$ cat src/rtl/bus_arb_pkg.sv
// Shared types and constants for the CPU-to-memory bus arbiter.
package bus_arb_pkg;

  typedef enum logic [1:0] {
    IDLE    = 2'd0,
    D_ACC   = 2'd1,
    I_ACC   = 2'd2,
    RELEASE = 2'd3
  } state_t;

  localparam logic [2:0] LEN_B = 3'd1;
  localparam logic [2:0] LEN_H = 3'd2;
  localparam logic [2:0] LEN_W = 3'd4;

  localparam int unsigned TIMEOUT_DEF = 255;

endpackage

$ cat src/rtl/bus_arb_lane.sv
// Byte-lane steering: request decode (enables, write replication, legality)
// and read-data alignment for the latched response.
module bus_arb_lane
  import bus_arb_pkg::*;
(
  input  logic [1:0]  req_off,
  input  logic [2:0]  req_len,
  input  logic        req_rd,
  input  logic        req_wr,
  input  logic [31:0] req_wdata,
  output logic [3:0]  be,
  output logic [31:0] wdata,
  output logic        bad,
  input  logic [1:0]  rsp_off,
  input  logic [2:0]  rsp_len,
  input  logic [31:0] rsp_rdata,
  output logic [31:0] rdata
);

  logic [31:0] shifted;

  // Exactly one of read/write must be requested, with a legal aligned size.
  always_comb begin
    be    = 4'b0000;
    wdata = req_wdata;
    bad   = (req_rd == req_wr);
    case (req_len)
      LEN_B: begin
        be    = 4'b0001 << req_off;
        wdata = {4{req_wdata[7:0]}};
      end
      LEN_H: begin
        be    = 4'b0011 << {req_off[1], 1'b0};
        wdata = {2{req_wdata[15:0]}};
        bad   = bad | req_off[0];
      end
      LEN_W: begin
        be  = 4'b1111;
        bad = bad | (req_off != 2'b00);
      end
      default: bad = 1'b1;
    endcase
  end

  always_comb begin
    shifted = rsp_rdata >> {rsp_off, 3'b000};
    case (rsp_len)
      LEN_B:   rdata = {24'h0, shifted[7:0]};
      LEN_H:   rdata = {16'h0, shifted[15:0]};
      default: rdata = shifted;
    endcase
  end

endmodule

$ cat src/rtl/bus_arbiter.sv
// Single-port memory arbiter: per instruction, optional data phase then fetch.
// Watchdog per memory phase is built only when BUS_ARB_TIMEOUT_EN is defined.
module bus_arbiter
  import bus_arb_pkg::*;
#(
  parameter int unsigned TIMEOUT = TIMEOUT_DEF
) (
  input  logic        CLK,
  input  logic        RES,
  input  logic [31:0] IADDR,
  output logic [31:0] IDATA,
  input  logic [31:0] DADDR,
  input  logic [31:0] DATAO,
  input  logic [2:0]  DLEN,
  input  logic        DRD,
  input  logic        DWR,
  input  logic        DAS,
  output logic [31:0] DATAI,
  output logic        BERR,
  output logic        HLT,
  output logic        mem_req,
  output logic        mem_we,
  output logic [3:0]  mem_be,
  output logic [31:0] mem_addr,
  output logic [31:0] mem_wdata,
  input  logic [31:0] mem_rdata,
  input  logic        mem_ack,
  input  logic        mem_err
);

  state_t      state, state_nxt;
  logic        err_q, err_nxt;
  logic [29:0] fetch_word, fetch_word_nxt;
  logic [1:0]  rd_off, rd_off_nxt;
  logic [2:0]  rd_len, rd_len_nxt;
  logic [31:0] idata_nxt, datai_nxt, addr_nxt, wdata_nxt;
  logic        req_nxt, we_nxt, hlt_nxt, berr_nxt;
  logic [3:0]  be_nxt;
  logic [3:0]  lane_be;
  logic [31:0] lane_wdata, lane_rdata;
  logic        lane_bad;
  logic        wd_hit;
  logic        unused_iaddr;

  assign unused_iaddr = ^IADDR[1:0];

  bus_arb_lane u_lane (
    .req_off   (DADDR[1:0]),
    .req_len   (DLEN),
    .req_rd    (DRD),
    .req_wr    (DWR),
    .req_wdata (DATAO),
    .be        (lane_be),
    .wdata     (lane_wdata),
    .bad       (lane_bad),
    .rsp_off   (rd_off),
    .rsp_len   (rd_len),
    .rsp_rdata (mem_rdata),
    .rdata     (lane_rdata)
  );

`ifdef BUS_ARB_TIMEOUT_EN
  localparam int unsigned WD_W = (TIMEOUT > 1) ? $clog2(TIMEOUT) : 1;
  logic [WD_W-1:0] wd_cnt;

  // Fires on the TIMEOUT-th consecutive cycle of a phase without ack.
  assign wd_hit = !mem_ack && ((32'(wd_cnt) + 32'd1) == 32'(TIMEOUT));

  always_ff @(posedge CLK) begin
    if (RES || (state_nxt != state)) begin
      wd_cnt <= '0;
    end else begin
      wd_cnt <= wd_cnt + WD_W'(1);
    end
  end
`else
  localparam int unsigned UNUSED_TIMEOUT = TIMEOUT;
  assign wd_hit = 1'b0;
`endif

  always_ff @(posedge CLK) begin
    if (RES) begin
      state <= IDLE;
    end else begin
      state <= state_nxt;
    end
  end

  always_comb begin
    state_nxt      = state;
    err_nxt        = err_q;
    fetch_word_nxt = fetch_word;
    rd_off_nxt     = rd_off;
    rd_len_nxt     = rd_len;
    idata_nxt      = IDATA;
    datai_nxt      = DATAI;
    req_nxt        = mem_req;
    we_nxt         = mem_we;
    be_nxt         = mem_be;
    addr_nxt       = mem_addr;
    wdata_nxt      = mem_wdata;
    case (state)
      IDLE: begin
        fetch_word_nxt = IADDR[31:2];
        rd_off_nxt     = DADDR[1:0];
        rd_len_nxt     = DLEN;
        req_nxt        = 1'b1;
        if (DAS && !lane_bad) begin
          state_nxt = D_ACC;
          we_nxt    = DWR;
          be_nxt    = lane_be;
          addr_nxt  = {DADDR[31:2], 2'b00};
          wdata_nxt = lane_wdata;
        end else begin
          // A rejected data request still lets the fetch proceed.
          state_nxt = I_ACC;
          err_nxt   = DAS & lane_bad;
          we_nxt    = 1'b0;
          be_nxt    = 4'b1111;
          addr_nxt  = {IADDR[31:2], 2'b00};
        end
      end
      D_ACC: begin
        if (mem_ack || wd_hit) begin
          if (!mem_we) begin
            datai_nxt = (mem_ack && !mem_err) ? lane_rdata : 32'h0;
          end
          err_nxt   = err_q | wd_hit | (mem_ack & mem_err);
          state_nxt = I_ACC;
          we_nxt    = 1'b0;
          be_nxt    = 4'b1111;
          addr_nxt  = {fetch_word, 2'b00};
        end
      end
      I_ACC: begin
        if (mem_ack || wd_hit) begin
          idata_nxt = (mem_ack && !mem_err) ? mem_rdata : 32'h0;
          err_nxt   = err_q | wd_hit | (mem_ack & mem_err);
          state_nxt = RELEASE;
          req_nxt   = 1'b0;
          we_nxt    = 1'b0;
          be_nxt    = 4'b0000;
        end
      end
      RELEASE: begin
        state_nxt = IDLE;
        err_nxt   = 1'b0;
      end
      default: state_nxt = IDLE;
    endcase
    hlt_nxt  = (state_nxt != RELEASE);
    berr_nxt = (state_nxt == RELEASE) && err_nxt;
  end

  // Outputs are registered from next-state values so they line up with state.
  always_ff @(posedge CLK) begin
    if (RES) begin
      err_q      <= 1'b0;
      fetch_word <= '0;
      rd_off     <= '0;
      rd_len     <= '0;
      IDATA      <= '0;
      DATAI      <= '0;
      BERR       <= 1'b0;
      HLT        <= 1'b1;
      mem_req    <= 1'b0;
      mem_we     <= 1'b0;
      mem_be     <= '0;
      mem_addr   <= '0;
      mem_wdata  <= '0;
    end else begin
      err_q      <= err_nxt;
      fetch_word <= fetch_word_nxt;
      rd_off     <= rd_off_nxt;
      rd_len     <= rd_len_nxt;
      IDATA      <= idata_nxt;
      DATAI      <= datai_nxt;
      BERR       <= berr_nxt;
      HLT        <= hlt_nxt;
      mem_req    <= req_nxt;
      mem_we     <= we_nxt;
      mem_be     <= be_nxt;
      mem_addr   <= addr_nxt;
      mem_wdata  <= wdata_nxt;
    end
  end

endmodule
$ cat config.mk
export PLATFORM = sky130hd
export DESIGN_NAME = bus_arbiter
export DESIGN_NICKNAME = d
export VERILOG_FILES = /design/src/rtl/bus_arb_pkg.sv /design/src/rtl/bus_arb_lane.sv /design/src/rtl/bus_arbiter.sv
export SDC_FILE = /design/constraint.sdc
export NUM_CORES = 1
export LEC_CHECK = 0
export CORE_UTILIZATION = 50
export DETAILED_ROUTE_END_ITERATION = 8
export PLACE_DENSITY_LB_ADDON = 0.08
export SLEW_MARGIN = 25
export SYNTH_ARGS = -nofsm -noshare
export SYNTH_HDL_FRONTEND = slang
export SYNTH_SLANG_ARGS = --single-unit
$ cat constraint.sdc
create_clock -name CLK -period 3.25 [get_ports CLK]
set_clock_uncertainty 0.1 [all_clocks]
set_input_delay 0.65 -clock CLK [delete_from_list [all_inputs] [get_ports CLK]]
set_output_delay 0.65 -clock CLK [all_outputs]
set_load 0.1 [all_outputs]
==> reports/metrics.yaml <==
outcome:
  status: "finished, final reports clean"
placed_design:
  dp_hpwl_mm: 16.69
  portBuffers: 269
  pre_cts_ws_ns: 0.2149
  gp_congestion: 0.8522
power_and_ir_drop:
  ir_worst_vdd_uv: 367.9
  p_switching_mw: 1.967
  pwr-share-clk_pct: 35.3
  combinationalPowerShare_pct: 26.3
  p_seq_share_pct: 38.4
  p_per_area_nw_per_um2: 535.4
  p_leak_nw: 4.855
  swShare_pct: 32.69
  power.internal_mw: 4.050
detailed_routing:
  drc: 0
  vias: 7599
  drt_wl_total_mm: 24.51
  wl_per_cell_um: 18.44
  vias_per_cell: 5.718
  first_pass_iters: 5
  ant_nets: 0
  drt_iter0_drc: 455
clock_tree:
  cts.repair.resized: 0
  htreeDepth: 4
  cts_root_buf: "clkbuf_16"
  clk_latency_ns: 0.42
  clkTransAtPathRegs_ns: 0.06
  cts_tree: "done"
  numCtsBuffers: 17
  ctsHoldBuffers: 0
  cts_sinks: 172
  cts_buffer_depth: 2
  post_cts_buffers: 0
finish:
  layout_common_cells: "172 x dfxtp_1, 160 x buf_4, 134 x clkdlybuf4s50_1"
  layout_commonest_cell: "dfxtp_1"
  drive_above_1_share_pct: 20.75
  nFillCells: 1289
  area_delta_synth_final_pct: 39.25
  diodes: 0
  nets: 1242
min_path:
  hold_path_class: "reg -> reg"
die:
  io_pins: 274
  row_count: 46
  die_area_sq_um: 16660
  die_h_um: 129.1
  die_w_um: 129.1
  coreArea_sq_um: 15830
  initial_utilization_pct: 51.00
critical_path:
  cp_slowest_cell: "nor2_2"
  crit_family: "simple AND/OR/NAND/NOR gates"
  worstSetupPathType: "in -> reg"
  path_max_fanout: 24
  crit_required_ns: 3.39
  critPathMaxStageDelay_ns: 0.81
  path_buf_inv: 1
  start_kind: "primary input"
  crit_arrival_ns: 2.76
  path_cells: "clkdlybuf4s50_1 -> nor3b_2 -> a211oi_4 -> nor2_2 -> a211oi_1"
  endpoint_kind: "flop"
logic_synthesis:
  yosys-top-cells-area: "dfxtp_1 43%, mux2i_1 10%, a21oi_1 6.1%"
  synth_top_cell_by_area: "dfxtp_1"
  synth_edf_count: 0
  synth_top_area_share_pct: 42.66
  postSynth.asyncResetShare_pct: 0
  ys_warn_count: 0
  synth_area_sq_um: 8071
  syn-mean-instance-area_sq_um: 9.256
  ys_seq_area_share_pct: 42.66
  syn_inst: 872
  synth.distinct_cells: 50
  synth_ff_type: "dfxtp_1"
  synth-seq-cells: 172
global_routing:
  overflow: 0
  antenna_found_initial: 0
  grt_pass1_wl_mm: 37.87
  grt_start_max_net_pins: 81
  grt_usage_pct: 29.40
  first_global_vias: 7176
timing:
  setup_ws_ns: 0.6298
  min_period_ns: 2.620
  hold_viol_final: 0
  fin_crit_sh_pct: 80.62
  slew_violations: 0
  fmax_mhz: 381.6
  setup_viol: 0
  fin_setup_tns_ns: 0
  rsz0062_at_grt: "no"
  slew_headroom_pct: 31.50
  tightest_slew_ns: 1.026
flow_run:
  maxCapViolCount: 0
tightest hold or removal path, delay by kind of cell, from the launching register on:
kind / cells / cell delay (ns)
AOI/OAI and AO/OA: 2 / 0.12
DFF: 1 / 0.31
synth_stat cells, types with 3 or more instances:
library cell,number
buf_2,17
xor2_1,3
a22o_1,8
buf_1,8
mux2i_1,81
buf_4,7
a21oi_1,98
mux4_2,8
a211oi_1,24
o21ai_0,39
nand3b_1,18
o2bb2ai_1,8
nor2_1,97
nand2_1,10
dfxtp_1,172
and2_1,4
a22oi_1,24
nor3b_1,33
inv_1,6
ha_1,4
a31oi_1,30
a21o_1,30
or3b_2,3
nand3_1,10
a221oi_1,30
clkbuf_1,59
mux2_2,8
nor2b_1,6
final cells by class:
| class | count | area [sq um] | area share, % |
|---|---|---|---|
| clock buffers | 23 | 488.0 | 4.342 |
| repair buffers | 299 | 2643 | 23.51 |
| flip-flops and latches | 172 | 3443 | 30.64 |
| clock inverters | 9 | 133.9 | 1.191 |
| multi-input cells | 604 | 4239 | 37.72 |
| well taps | 216 | 270.3 | 2.405 |
| inverters | 6 | 22.52 | 0.2004 |
state kept, by name, indices dropped and copies added, names as in the netlist:
name	count
DATAI	32
IDATA	32
mem_wdata	32
fetch_word	30
mem_addr	30
mem_be	4
rd_len	3
rd_off	2
state	2
BERR	1
HLT	1
err_q	1
mem_req	1
mem_we	1
path summary, 6_finish.rpt:
path	cells past startpoint	slack (ns)	to	startpoint
worst min-delay path	2	0.38	mem_wdata[0]	mem_wdata[0]
worst max register to register	7	0.89	mem_be[0]	state[1]
worst min register to register	2	0.38	mem_wdata[0]	mem_wdata[0]
worst max-delay path	5	0.63	mem_wdata[11]	DLEN[0]
power groups by stage:
stage / Sequential (mW) / Clock, mW / Combinational, mW
4_1_cts: 2.31 / 2.16 / 1.58
6_report: 2.31 / 2.13 / 1.58
5_1_grt: 2.32 / 2.25 / 1.67
2_1_floorplan: 2.88 / 0 / 0.571
3_5_place_dp: 2.35 / 0 / 1.58
3_3_place_gp: 2.35 / 0 / 1.56
per-stage QoR:
stage / hold slack, ns / util [%] / instances / cell area [sq um] / power, mW
after global routing: 0.3986 / 71.01 / 1329 / 11240 / 6.241
after detailed placement: 0.3621 / 67.08 / 1297 / 10620 / 3.929
after floorplan: 0.3596 / - / 873 / 8075 / 3.450
after global placement: 0.3602 / 67.08 / 1297 / 10620 / 3.914
after CTS: 0.3816 / 71.01 / 1329 / 11240 / 6.047
final: 0.3795 / 71.01 / 1329 / 11240 / 6.017
metal layers:
metal,global-route usage (%),share of wire [%]
met2,48.49,48
met3,6.441,6.6
met5,0,0
met4,11.00,2.2
met1,37.78,43
logic make-up after synthesis:
kind of cell	count (synthesis)	share of synthesized area, %
fa+ha+maj	4	0.6201
xor+xnor	3	0.3256
compound gates	303	24.80
other cells	1	0.04646
mux	97	13.39
buf+inv	97	5.100
flops	172	42.66
simple gates	195	13.05
Power figures use the tool's default switching activity.
